$ cat config.mk
export PLATFORM = sky130hd
export DESIGN_NAME = regfile_writeback_sink_flat
export DESIGN_NICKNAME = d
export VERILOG_FILES = /design/src/rtl/regfile_writeback_sink_if.sv /design/src/rtl/regfile_writeback_sink.sv /design/src/flat_wrapper.sv
export SDC_FILE = /design/constraint.sdc
export NUM_CORES = 2
export LEC_CHECK = 0
export ABC_AREA = 0
export CORE_ASPECT_RATIO = 1.2
export CORE_MARGIN = 5
export CORE_UTILIZATION = 60
export DETAILED_ROUTE_END_ITERATION = 8
export GPL_ROUTABILITY_DRIVEN = 0
export HOLD_SLACK_MARGIN = 0.1
export PLACE_DENSITY = 0.85
export SLEW_MARGIN = 10
export SYNTH_ARGS = -nofsm -noshare
export SYNTH_HDL_FRONTEND = slang
export SYNTH_SLANG_ARGS = --single-unit
$ cat constraint.sdc
create_clock -name clk -period 5.51 [get_ports clk]
set_clock_uncertainty 0.05 [all_clocks]
set_input_delay 0.8265 -clock clk [delete_from_list [all_inputs] [get_ports clk]]
set_output_delay 0.8265 -clock clk [all_outputs]
set_load 0.01 [all_outputs]
$ cat src/rtl/regfile_writeback_sink_if.sv
// Writeback/decode bus for the integer register file.
// Carries the result bus, both read ports and the load scoreboard.
interface regfile_writeback_sink_if #(
    parameter int XLEN  = 32,
    parameter int NREGS = 32,
    parameter int AW    = 5
);
    logic             RegWriteW;
    logic [AW-1:0]    RdW;
    logic [XLEN-1:0]  ResultW;
    logic [AW-1:0]    A1D;
    logic [AW-1:0]    A2D;
    logic [XLEN-1:0]  RD1D;
    logic [XLEN-1:0]  RD2D;
    logic             LoadIssueE;
    logic [AW-1:0]    RdE;
    logic             StallLoadD;
    logic [NREGS-1:0] BusyVec;

    modport master (
        output RegWriteW, RdW, ResultW,
        output A1D, A2D,
        output LoadIssueE, RdE,
        input  RD1D, RD2D,
        input  StallLoadD, BusyVec
    );

    modport slave (
        input  RegWriteW, RdW, ResultW,
        input  A1D, A2D,
        input  LoadIssueE, RdE,
        output RD1D, RD2D,
        output StallLoadD, BusyVec
    );
endinterface

$ cat src/rtl/regfile_writeback_sink.sv
// Integer register file with write-through bypass and a
// per-register pending-load scoreboard driving a load-use stall.
module regfile_writeback_sink #(
    parameter int XLEN  = 32,
    parameter int NREGS = 32,
    parameter int AW    = 5
) (
    input logic                     clk,
    input logic                     rst,
    regfile_writeback_sink_if.slave bus
);

    logic [XLEN-1:0]  regs [NREGS];
    logic [NREGS-1:0] busy;
    logic [NREGS-1:0] busy_nxt;
    logic             wr_en;
    logic             hit1;
    logic             hit2;
    logic [XLEN-1:0]  rd1;
    logic [XLEN-1:0]  rd2;
    logic             stall1;
    logic             stall2;

    assign wr_en = bus.RegWriteW && (bus.RdW != '0);

    // Architectural state; x0 is never written.
    always_ff @(posedge clk or negedge rst) begin
        if (!rst) begin
            for (int i = 0; i < NREGS; i++) begin
                regs[i] <= '0;
            end
        end else if (wr_en) begin
            regs[bus.RdW] <= bus.ResultW;
        end
    end

    // Next scoreboard: a new load outranks the retiring writer.
    always_comb begin
        busy_nxt = busy;
        for (int i = 1; i < NREGS; i++) begin
            if (bus.LoadIssueE && bus.RdE == AW'(i)) begin
                busy_nxt[i] = 1'b1;
            end else if (wr_en && bus.RdW == AW'(i)) begin
                busy_nxt[i] = 1'b0;
            end
        end
        busy_nxt[0] = 1'b0;
    end

    // Scoreboard register; pending loads are dropped on reset.
    always_ff @(posedge clk or negedge rst) begin
        if (!rst) begin
            busy <= '0;
        end else begin
            busy <= busy_nxt;
        end
    end

    // Read ports with same-cycle bypass from writeback.
    always_comb begin
        hit1 = wr_en && (bus.RdW == bus.A1D);
        hit2 = wr_en && (bus.RdW == bus.A2D);
        rd1  = '0;
        rd2  = '0;
        if (bus.A1D != '0) begin
            rd1 = hit1 ? bus.ResultW : regs[bus.A1D];
        end
        if (bus.A2D != '0) begin
            rd2 = hit2 ? bus.ResultW : regs[bus.A2D];
        end
        if (!rst) begin
            rd1 = '0;
            rd2 = '0;
        end
    end

    // Stall while an operand awaits a load not landing now.
    always_comb begin
        stall1 = (bus.A1D != '0) && busy[bus.A1D] && !hit1;
        stall2 = (bus.A2D != '0) && busy[bus.A2D] && !hit2;
    end

    assign bus.RD1D       = rd1;
    assign bus.RD2D       = rd2;
    assign bus.StallLoadD = stall1 || stall2;
    assign bus.BusyVec    = busy;

endmodule

$ cat src/flat_wrapper.sv
// flat-port wrapper written by rule: the top's interface ports become plain ports
module regfile_writeback_sink_flat 
#(
    parameter int XLEN  = 32,
    parameter int NREGS = 32,
    parameter int AW    = 5
)
  (clk, rst, bus_RegWriteW, bus_RdW, bus_ResultW, bus_A1D, bus_A2D, bus_LoadIssueE, bus_RdE, bus_RD1D, bus_RD2D, bus_StallLoadD, bus_BusyVec);
  regfile_writeback_sink_if #(.XLEN(XLEN), .NREGS(NREGS), .AW(AW)) bus_i ();
  input logic clk;
  input logic rst;
  input wire logic [$bits(bus_i.RegWriteW)-1:0] bus_RegWriteW;
  input wire logic [$bits(bus_i.RdW)-1:0] bus_RdW;
  input wire logic [$bits(bus_i.ResultW)-1:0] bus_ResultW;
  input wire logic [$bits(bus_i.A1D)-1:0] bus_A1D;
  input wire logic [$bits(bus_i.A2D)-1:0] bus_A2D;
  input wire logic [$bits(bus_i.LoadIssueE)-1:0] bus_LoadIssueE;
  input wire logic [$bits(bus_i.RdE)-1:0] bus_RdE;
  output wire logic [$bits(bus_i.RD1D)-1:0] bus_RD1D;
  output wire logic [$bits(bus_i.RD2D)-1:0] bus_RD2D;
  output wire logic [$bits(bus_i.StallLoadD)-1:0] bus_StallLoadD;
  output wire logic [$bits(bus_i.BusyVec)-1:0] bus_BusyVec;
  assign bus_i.RegWriteW = bus_RegWriteW;
  assign bus_i.RdW = bus_RdW;
  assign bus_i.ResultW = bus_ResultW;
  assign bus_i.A1D = bus_A1D;
  assign bus_i.A2D = bus_A2D;
  assign bus_i.LoadIssueE = bus_LoadIssueE;
  assign bus_i.RdE = bus_RdE;
  assign bus_RD1D = bus_i.RD1D;
  assign bus_RD2D = bus_i.RD2D;
  assign bus_StallLoadD = bus_i.StallLoadD;
  assign bus_BusyVec = bus_i.BusyVec;
  regfile_writeback_sink #(.XLEN(XLEN), .NREGS(NREGS), .AW(AW)) u_core (.clk(clk), .rst(rst), .bus(bus_i));
endmodule
==> flow_summary.ini <==
[logic_synthesis]
synth-seq-cells = 1055
synth_common_cells = dfrtp_1, mux2_2, mux4_2
syn_area_per_cell_um2 = 14.4
synth_most_common_cell = dfrtp_1
synth_cell_types = 65
netlist_instances = 3980
synth_area_leader_cell = dfrtp_1
netlist_area_mm2 = 0.0572
ys_warn_count = 0
synth-edff-count = 0
synthFlopType = dfrtp_1
synth_area_leaders = dfrtp_1, mux2_2, mux4_2
yosys.area.top_type_share_pct = 46.1
ys_seq_area_share_pct = 46.1
ys_async_sr_fraction_pct = 100
synth_fp_nets = 4036

[clock_tree]
cts_tree = done
clock_sinks = 1055
cts_hold_buffers = 1
htree_levels = 3
clockBufferDepth = 3
cts_buffers = 101
cts-resized-gates = 0
clockRootBuffer = clkbuf_16
cts_setup_buffers = 0
cts.clk_slew.worst_paths_ps = 60
insertion_delay_ps = 680

[timing]
finalCriticalPeriod_ps = 5260
max_freq_mhz = 190
rsz0062_at_grt = no
setup_tns_ps = 0
hold_violations = 0
finalCritPeriodShare_pct = 95.5
relSlewSlack_pct = 14.0
slew_violations = 0
setup_viol = 0
tightest_slew_ps = 1290

[global_route]
grt_use_met2_pct = 53.6
grt_pass1_vias = 41800
grt_most_used_layer = met2
grtUsageMet1_pct = 45.8
met3_usage_pct = 10.1
track_usage_pct = 35.5
grt_max_degree = 167
grt_pass1_wl_mm = 272
antenna_found_initial = 0
grt_overflow = 0

[outcome]
status = completed

[drt]
drtIter0Drc = 5251
drt-pass1-iter-count = 6
via_count = 39900
vias_per_cell = 7.52
ant_nets = 0
wirelength_mm = 182
wl_per_cell_um = 34.3
drc_errors = 0

[setup_path]
critical_path_arrival_ps = 4380
critical_path_class = in -> out
cp_max_fo = 7
critPathCaptureType = output pin
cp-start-kind = input pin
worst_ep_required_time_ps = 4630
r2r_slack_ps = 4610

[floorplan]
initial_core_util_pct = 60.3
die_area_mm2 = 0.102
ios = 153
row_count = 124
die_x_um = 292
fp.coreArea_mm2 = 0.0950
die_y_um = 348

[cells_and_area]
drive_above_1_share_pct = 46.6
stdcell_area_mm2 = 0.0637
final_nets = 4020
final_core_util_pct = 67.0
syn_to_final_growth_pct = 11.3

[placement]
post-dp-hpwl_mm = 110
placed_cell_area_mm2 = 0.0602
io_buffers = 151

[power]
pwr_density_cell_mw_per_mm2 = 357
ir_drop_v = 0.000253
p_leak_nw = 27.4

[min_path]
hold_class = reg -> reg

[flow_run]
max_cap_viol_count = 0
power by group:
| group | total (mW) | leakage (nW) | internal, mW | switching (mW) |
|---|---|---|---|---|
| sequential | 10.5 | 13.5 | 9.23 | 1.23 |
| clock | 7.31 | 1.72 | 4.18 | 3.13 |
| combinational | 4.95 | 12.2 | 2.91 | 2.04 |
| total | 22.7 | 27.4 | 16.3 | 6.41 |
kinds of logic (layout without fill, tap and decap cells):
family	count (synthesis)	in the layout	synth area share, %
AOI/OAI and AO/OA	362	362	4.61
xor gates and xnor gates	10	10	0.153
other	1	2	0.00655
muxes	1664	1664	41.8
and+or+nand+nor	431	431	3.68
buffers and inverters	457	521	3.59
DFF	1055	1055	46.1
stage by stage:
| stage | hold slack [ps] | worst slack, ps | power, mW | instances |
|---|---|---|---|---|
| 3_3_place_gp | 326 | 444 | 15.0 | 5120 |
| 5_1_grt | 352 | 245 | 23.5 | 5304 |
| 6_report | 347 | 249 | 22.7 | 5305 |
| 2_1_floorplan | 391 | 1930 | 13.6 | 3980 |
| 3_5_place_dp | 332 | 448 | 15.4 | 5120 |
| 4_1_cts | 348 | 427 | 22.6 | 5304 |
registers in the layout, summed over array words and instances, names as in the netlist:
signal	flops
u_core.regs	1024
u_core.bus.BusyVec	31
final timing paths:
path | start | to | depth (start not counted)
hold reg to reg | u_core.regs[995] | u_core.regs[995] | 0
hold / removal | u_core.regs[995] | u_core.regs[995] | 0
max in group asynchronous | rst | u_core.regs[70] | 5
min in group asynchronous | rst | u_core.regs[919] | 2
setup reg to reg | u_core.bus.BusyVec[26] | u_core.bus.BusyVec[26] | 2
setup / recovery | bus_RdW[2] | bus_RD2D[9] | 7
layout make-up:
cell class / count / area (um2)
Multi-Input combinational cell: 2468 / 29000
Inverter: 18 / 70.1
Fill cell: 6274 / 31300
Antenna cell: 1 / 2.50
Clock buffer: 145 / 3060
Timing Repair Buffer: 320 / 3190
Clock inverter: 38 / 412
Tap cell: 1260 / 1580
Sequential cell: 1055 / 26400
layout by cell type (no fill, tap or decap), drive strengths merged, types with 23 or more instances in the layout:
cell           count
dfrtp           1055
mux2            1003
mux4             481
mux2i            180
buf              178
nand2            167
clkbuf           145
clkdlybuf4s50    141
a211oi            79
nand3             72
o21ai             64
a221oi            42
nor2              40
nor3              35
and2              33
o22ai             30
nor2b             27
a21oi             27
o211ai            26
clkinv            26
a211o             25
nand2b            23
critical path: stages:
cell and delay, ps:
clkdlybuf4s50_1 530, or4_4 560, o21a_1 290, nand3_1 530
nand2_1 690, o21ai_0 360, clkdlybuf4s50_1 580
metal layers:
metal  vias to the layer above  wire length (um)
met3                       871             21700
met5                         -                 0
li1                      15200                 -
met1                     20700             62900
met2                      3072             83000
met4                         0             14400
(Power assumes the default switching activity.)
